--- src/rtl/regfile_ctrl.sv ---
// Instruction sequencer for the 8 x 16-bit regfile: fetches operands through the
// read port, runs them through the shifter and ALU, and writes results back.
module regfile_ctrl (
  input  logic        clk,
  input  logic        reset,
  input  logic        in_valid,
  output logic        in_ready,
  input  logic [15:0] instr,
  output logic        rf_write,
  output logic [2:0]  rf_writenum,
  output logic [2:0]  rf_readnum,
  output logic [15:0] rf_data_in,
  input  logic [15:0] rf_data_out,
  output logic        done,
  output logic        err,
  output logic        Z,
  output logic        N,
  output logic        V
);

  typedef enum logic [2:0] {
    S_IDLE,
    S_DECODE,
    S_RDA,
    S_RDB,
    S_EXEC,
    S_WB,
    S_WIMM
  } state_t;

  state_t      state, state_nxt;
  logic [15:0] ir;
  logic [15:0] a_reg, b_reg, c_reg;
  logic [15:0] b_sh, diff, alu_out;

  logic [2:0] opcode, rn, rd, rm;
  logic [1:0] op, sh;
  logic       is_movi, is_movr, is_add, is_cmp, is_and, is_mvn;

  assign opcode = ir[15:13];
  assign op     = ir[12:11];
  assign rn     = ir[10:8];
  assign rd     = ir[7:5];
  assign sh     = ir[4:3];
  assign rm     = ir[2:0];

  assign is_movi = (opcode == 3'b110) && (op == 2'b10);
  assign is_movr = (opcode == 3'b110) && (op == 2'b00);
  assign is_add  = (opcode == 3'b101) && (op == 2'b00);
  assign is_cmp  = (opcode == 3'b101) && (op == 2'b01);
  assign is_and  = (opcode == 3'b101) && (op == 2'b10);
  assign is_mvn  = (opcode == 3'b101) && (op == 2'b11);

  always_comb begin
    case (sh)
      2'b00:   b_sh = b_reg;
      2'b01:   b_sh = {b_reg[14:0], 1'b0};
      2'b10:   b_sh = {1'b0, b_reg[15:1]};
      default: b_sh = {b_reg[15], b_reg[15:1]};
    endcase
  end

  // MOV reg shares the ALU path as a plain pass-through of the shifted B operand.
  always_comb begin
    diff    = a_reg - b_sh;
    alu_out = b_sh;
    if (opcode == 3'b101) begin
      case (op)
        2'b00:   alu_out = a_reg + b_sh;
        2'b01:   alu_out = diff;
        2'b10:   alu_out = a_reg & b_sh;
        default: alu_out = ~b_sh;
      endcase
    end
  end

  // Handshake: an instruction transfers on a rising edge where in_valid and
  // in_ready are both high; in_ready is high only in IDLE and never in reset.
  always_comb begin
    state_nxt   = state;
    in_ready    = 1'b0;
    rf_write    = 1'b0;
    rf_writenum = 3'd0;
    rf_readnum  = 3'd0;
    rf_data_in  = 16'd0;
    done        = 1'b0;
    err         = 1'b0;
    case (state)
      S_IDLE: begin
        in_ready = 1'b1;
        if (in_valid) state_nxt = S_DECODE;
      end
      S_DECODE: begin
        if (is_movi)                        state_nxt = S_WIMM;
        else if (is_movr || is_mvn)         state_nxt = S_RDB;
        else if (is_add || is_cmp || is_and) state_nxt = S_RDA;
        else begin
          done      = 1'b1;
          err       = 1'b1;
          state_nxt = S_IDLE;
        end
      end
      S_RDA: begin
        rf_readnum = rn;
        state_nxt  = S_RDB;
      end
      S_RDB: begin
        rf_readnum = rm;
        state_nxt  = S_EXEC;
      end
      S_EXEC: begin
        if (is_cmp) begin
          done      = 1'b1;
          state_nxt = S_IDLE;
        end else begin
          state_nxt = S_WB;
        end
      end
      S_WB: begin
        rf_write    = 1'b1;
        rf_writenum = rd;
        rf_data_in  = c_reg;
        done        = 1'b1;
        state_nxt   = S_IDLE;
      end
      S_WIMM: begin
        rf_write    = 1'b1;
        rf_writenum = rn;
        rf_data_in  = {{8{ir[7]}}, ir[7:0]};
        done        = 1'b1;
        state_nxt   = S_IDLE;
      end
      default: state_nxt = S_IDLE;
    endcase
    // Reset suppresses every strobe, so an in-flight WB/WIMM never commits.
    if (reset) begin
      in_ready = 1'b0;
      rf_write = 1'b0;
      done     = 1'b0;
      err      = 1'b0;
    end
  end

  always_ff @(posedge clk) begin
    if (reset) begin
      state <= S_IDLE;
      ir    <= 16'd0;
      a_reg <= 16'd0;
      b_reg <= 16'd0;
      c_reg <= 16'd0;
      Z     <= 1'b0;
      N     <= 1'b0;
      V     <= 1'b0;
    end else begin
      state <= state_nxt;
      if (in_ready && in_valid) ir <= instr;
      if (state == S_RDA) a_reg <= rf_data_out;
      if (state == S_RDB) b_reg <= rf_data_out;
      if (state == S_EXEC) begin
        c_reg <= alu_out;
        if (is_cmp) begin
          Z <= (diff == 16'd0);
          N <= diff[15];
          V <= (a_reg[15] ^ b_sh[15]) & (diff[15] ^ a_reg[15]);
        end
      end
    end
  end

endmodule

--- config.mk ---
export PLATFORM = sky130hd
export DESIGN_NAME = regfile_ctrl
export DESIGN_NICKNAME = d
export VERILOG_FILES = /design/src/rtl/regfile_ctrl.sv
export SDC_FILE = /design/constraint.sdc
export NUM_CORES = 1
export LEC_CHECK = 0
export BUFFER_PORTS_ARGS = -buffer_cell sky130_fd_sc_hd__clkbuf_2
export CAP_MARGIN = 20
export CELL_PAD_IN_SITES_DETAIL_PLACEMENT = 1
export CELL_PAD_IN_SITES_GLOBAL_PLACEMENT = 1
export CORE_MARGIN = 4
export CORE_UTILIZATION = 47
export CTS_CLUSTER_DIAMETER = 80
export CTS_CLUSTER_SIZE = 20
export DETAILED_ROUTE_END_ITERATION = 12
export PLACE_DENSITY = 0.86
export SYNTH_ARGS = -nofsm -noshare
export SYNTH_HDL_FRONTEND = slang
export SYNTH_SLANG_ARGS = --single-unit
--- constraint.sdc ---
create_clock -name clk -period 10.8 [get_ports clk]
set_clock_uncertainty 0.15 [all_clocks]
set_input_delay 0.54 -clock clk [delete_from_list [all_inputs] [get_ports clk]]
set_output_delay 0.54 -clock clk [all_outputs]
set_load 0.005 [all_outputs]
# Word level (Yosys, flattened, before mapping)
# Index checks and enable logic that the tools add are counted.
totals:
  ff_bits: 70
  latch_bits: 0
  memories: 0
  wordCells: 69
  output_inout_bits: 29
  rom_bits: 0
  ramBits: 0
op_classes:
  mux: 24
  bitwise_logic: 5
  add_sub_neg: 2
  mul: 0
  reduce_logical: 16
  div_mod_pow: 0
  n_lt_le_gt_ge: 0
  n_eq_ne: 14
  n_shift: 0
op_table:
  columns: ["op", "count"]
  rows:
  - ["$pmux 16 s3", 2]
  - ["$pmux 16 s2", 1]
  - ["$add 16x16->16", 1]
  - ["$and 16x16->16", 1]
  - ["$logic_not 16->1", 1]
  - ["$mux 16", 1]
  - ["$not 16->16", 1]
  - ["$sub 16x16->16", 1]
  - ["$eq 3x3->1 const B", 5]
  - ["$pmux 3 s5", 1]
  - ["$pmux 3 s2", 2]
  - ["$mux 1", 11]
  - ["$mux 3", 3]
  - ["$logic_and 1x1->1", 7]
  - ["$eq 2x2->1 const B", 3]
  - ["$eq 3x2->1 const B", 2]
  - ["$eq 2x1->1 const B", 2]
  - ["$logic_not 2->1", 2]
  - ["$mux 2", 2]
  - ["$eq 3x1->1 const B", 1]
  - ["$logic_not 3->1", 1]
  - ["$logic_or 1x1->1", 3]
  - ["$pmux 1 s3", 1]
  - ["$ne 2x2->1 const B", 1]
  - ["other kinds (4)", 5]

# Longest topological paths before layout
depth:
  word_depth: 9
  mapped_depth: 16
  mapped_depth_nobuf: 13

# Worst setup path before layout
# OpenSTA, ideal clock, no wires.
synth_timing:
  kind: "reg-to-reg"
  startpoint: "reg ir[3]"
  endpoint: "reg c_reg[12]"
  period_less_slack_ns: 3.844
  required_time_ns: 10.534
  arrival_ns: 3.578
  path_stages_with_launch: 15
  path_slack_ns: 6.956
  cell_sequence: "dfxtp_1 buf_2 buf_1 nor2_1 a22o_1 ha_1 fa_1 a21oi_1 o21bai_1 a2111oi_0 o41ai_1 a21o_1 xnor2_1 a211o_1 and3_1"
synth_via:
  elab_chain_len: 5
  word_cells_on_any_way: 10
  cone_classes: "add/sub (2); eq/ne (2); mux (3); bitwise (2); reduce/logical (1)"
synth_lines:
  columns: ["element", "line_no", "text"]
  rows:
  - ["from (decl)", "32", "logic [15:0] ir;"]
  - ["from (signal assigned)", "156", "if (in_ready && in_valid) ir <= instr;"]
  - ["$eq 2x2->1 (tied with other cells)", "55", "case (sh)"]
  - ["$pmux 16 s3 *", "55", null]
  - ["$sub 16x16->16 (tied with other cells)", "65", "diff = a_reg - b_sh;"]
  - ["$pmux 16 s3", "68", "case (op)"]
  - ["$mux 16 *", "67", "if (opcode == 3'b101) begin"]
  - ["to (signal assigned)", "160", "c_reg <= alu_out;"]
  - ["to (decl)", "33", "logic [15:0] a_reg, b_reg, c_reg;"]
# Mark *: on every way between the ends. The rest lies on a longest branch, timed or not.
# A chain may end at the register's enable or synchronous reset.

# Final worst setup path
layout_timing:
  startpoint: "reg ir[3]"
  endpoint: "reg Z"
layout_via:
  elab_chain_len: 4
  word_cells_on_any_way: 6
  cone_classes: "add/sub (1); eq/ne (2); mux (1); reduce/logical (2)"
layout_lines:
  columns: ["element", "line_no", "text"]
  rows:
  - ["$eq 2x2->1 (tied with other cells)", "55", null]
  - ["$pmux 16 s3 *", "55", null]
  - ["$sub 16x16->16 *", "65", null]
  - ["$logic_not 16->1 *", "162", "Z <= (diff == 16'd0);"]
  - ["to (signal assigned)", "162", null]
  - ["to (decl)", "16", "output logic Z,"]
# Marked as above.

==> run summary <==
Minimum clock period - 4.61 ns
Commonest non-fill, non-tap cell in the layout - nand2_1
Slowest-stage cell, CP - dfxtp_1
Post-synth EDFFs - 0
Via density - 6.19
Max cap viols - 0
Final Net Count - 843
Slew margin rel. - 0.337
Worst-path fanout max - 18
Critical Path RT - 10.93 ns
CP arrival - 4.74 ns
CTS Root Cell - clkbuf_16
Status - completed
Cell Rows - 39
Share of post-route cells with drive strength above 1 - 0.137
Clock Path Buffers - 2
Drt first pass iters - 4
RSZ-0062 raised after global routing - false
Residual DRC count - 0
Number of clock sinks - 70
Cell Area, Synth - 5480 µm²
Routed Antenna Nets - 0
Ys flop type - dfxtp_1
Initial antenna violation count - 0
PwrDens - 113 nW/µm²
Largest net degree at the start of global routing - 59
Max Freq - 0.217 GHz
Final setup fails - 0
Placed insts - 902
Die Y - 116 µm
Fin. max-slew vios - 0
Total power - 698 µW
Initial DRC count - 488
Post-Syn Instances - 741
Num ports - 64
CTS tree - yes
Total Routed Length - 19.2 mm
Reg clk slew, reported paths - 0.06 ns
Combinational power share - 0.095
DR vias - 5680
Post-synth ARST share - 0
Post-Place Worst Slack - 6.30 ns
Startpoint types - flip-flop
Post-synth net total - 814
Die Span X - 116 µm
Crit path cell chain - mux2i_1 -> nor2_1 -> a21oi_1 -> inv_1 -> ha_1 -> nor3_2 -> o31ai_2 -> a211o_1 -> o311ai_1 -> or4_1 -> nor4_1 -> or4b_1 -> o21ai_1
Setup CP Type - reg -> reg
Fin crit share - 0.427
DP HPWL - 14.1 mm
Switch Pwr - 171 µW
FF+latch count, synth - 70
Core ar. - 11400 µm²
Skew-Pair Late Insertion Delay - 0.35 ns
Endpoints failing hold - 0
First-pass GRT wire length - 30.4 mm
CTS Hold Bufs - 0
CTS Buf Count - 9
GRT Residual Overflow - 0
Port bufs - 63
Clk pwr share - 0.512
ANT cells - 0
Setup TNS - 0 ns
Multi-input gate area - 3720 µm²
Starting Density - 0.480
Number of H-tree levels - 3
Leakage power - 2.64 nW
Internal power component - 527 µW
Routed length per instance - 20.9 µm
Sw Ratio - 0.245
Yosys cell types - 72
Fillcell total - 1476
Resize count post-CTS - 0
GRT Total Usage - 0.288
Max incr delay on CP - 0.92 ns
Final design utilization - 0.539
Slew @ Worst Pin - 0.992 ns
Worst Hold Class - in -> reg
Commonest non-fill, non-tap cells in the layout - 131 x nand2_1, 82 x a21oi_1, 70 x dfxtp_1
Fin cells - 918
Peak supply drop - 0.151 mV
Worst R2R Setup Slack - 6.19 ns
GP Congestion - 0.949
Vias in the first global route - 5822
Register area - 1400 µm²
Synth warnings - 0
Avg Inst Size Synth - 7.40 µm²
Sequential power share - 0.393
Sequential area share after synthesis - 0.256
Final setup margin - 6.19 ns
Post CTS Setup Buffer Count - 0
Crit. End Element - flip-flop
Syn-to-layout area delta - 12.3%
Die area - 13500 µm²
==> synth_stat cells, types with 7 or more instances <==
| cell | instances | area share |
|---|---|---|
| a22oi_1 | 13 | 0.018 |
| a31oi_1 | 8 | 0.0091 |
| nor2b_1 | 17 | 0.019 |
| mux2i_1 | 22 | 0.040 |
| nor3_1 | 22 | 0.020 |
| o21ai_0 | 24 | 0.022 |
| a21o_1 | 17 | 0.023 |
| nand2_1 | 131 | 0.090 |
| dfxtp_1 | 70 | 0.26 |
| a21oi_1 | 82 | 0.075 |
| nor2_1 | 43 | 0.029 |
| nand3_1 | 28 | 0.026 |
| inv_1 | 33 | 0.023 |
| a211oi_1 | 7 | 0.0096 |
| xnor2_1 | 8 | 0.013 |
| buf_1 | 7 | 0.0048 |
| xor2_1 | 7 | 0.011 |
| ha_1 | 36 | 0.082 |
| o211ai_1 | 11 | 0.015 |
| clkbuf_1 | 33 | 0.023 |
==> path summary, 6_finish.rpt <==
| path | startpoint | to | depth (start not counted) |
|---|---|---|---|
| worst max-delay path | ir[3] | Z | 13 |
| worst min-delay path | instr[0] | ir[0] | 3 |
| worst max register to register | ir[3] | Z | 13 |
| worst min register to register | V | V | 2 |
==> metrics by stage <==
step,hold slack (ns),instance area [µm²]
6_report,0.228,6160
5_1_grt,0.229,6160
4_1_cts,0.226,6160
3_5_place_dp,0.303,5800
3_3_place_gp,0.294,5800
2_1_floorplan,0.282,5480
==> cell type report <==
class,instances,area share
Inverter,38,0.0232
Sequential cell,70,0.228
Clock buffer,11,0.0411
Timing Repair Buffer,68,0.0573
Multi-Input combinational cell,583,0.605
Clock inverter,5,0.0169
Tap cell,143,0.0291
==> metal layers <==
| metal | track usage | vias up | share of wire |
|---|---|---|---|
| li1 | - | 2693 | - |
| met1 | 0.354 | 2772 | 0.42 |
| met2 | 0.499 | 180 | 0.49 |
| met3 | 0.0475 | 35 | 0.054 |
| met4 | 0.117 | 0 | 0.031 |
| met5 | 0 | - | 0 |
==> critical path, delay by kind of cell, from the launching register on <==
| kind | cells | cell delay, ns |
|---|---|---|
| muxes | 1 | 0.28 |
| buffers and inverters | 1 | 0.13 |
| AOI/OAI and AO/OA | 5 | 1.12 |
| adders and majority gates | 1 | 0.42 |
| DFF | 1 | 0.92 |
| and+or+nand+nor | 5 | 1.52 |
==> power groups by stage <==
stage | sequential (mW) | combinational [mW] | clock, mW
after global placement | 0.279 | 0.0626 | 0
after floorplan | 0.273 | 0.0497 | 0
after global routing | 0.275 | 0.0721 | 0.373
after detailed placement | 0.280 | 0.0646 | 0
final | 0.274 | 0.0664 | 0.358
after CTS | 0.274 | 0.0655 | 0.361
==> cells by family after synthesis <==
group,count (synthesis),synth area share
AOI/OAI and AO/OA,219,0.263
xor gates and xnor gates,15,0.0240
adders and majority gates,38,0.0895
buffers and inverters,88,0.0662
DFF,70,0.256
muxes,27,0.0593
and+or+nand+nor,284,0.242
No activity file was read; power rests on OpenSTA's default activity.
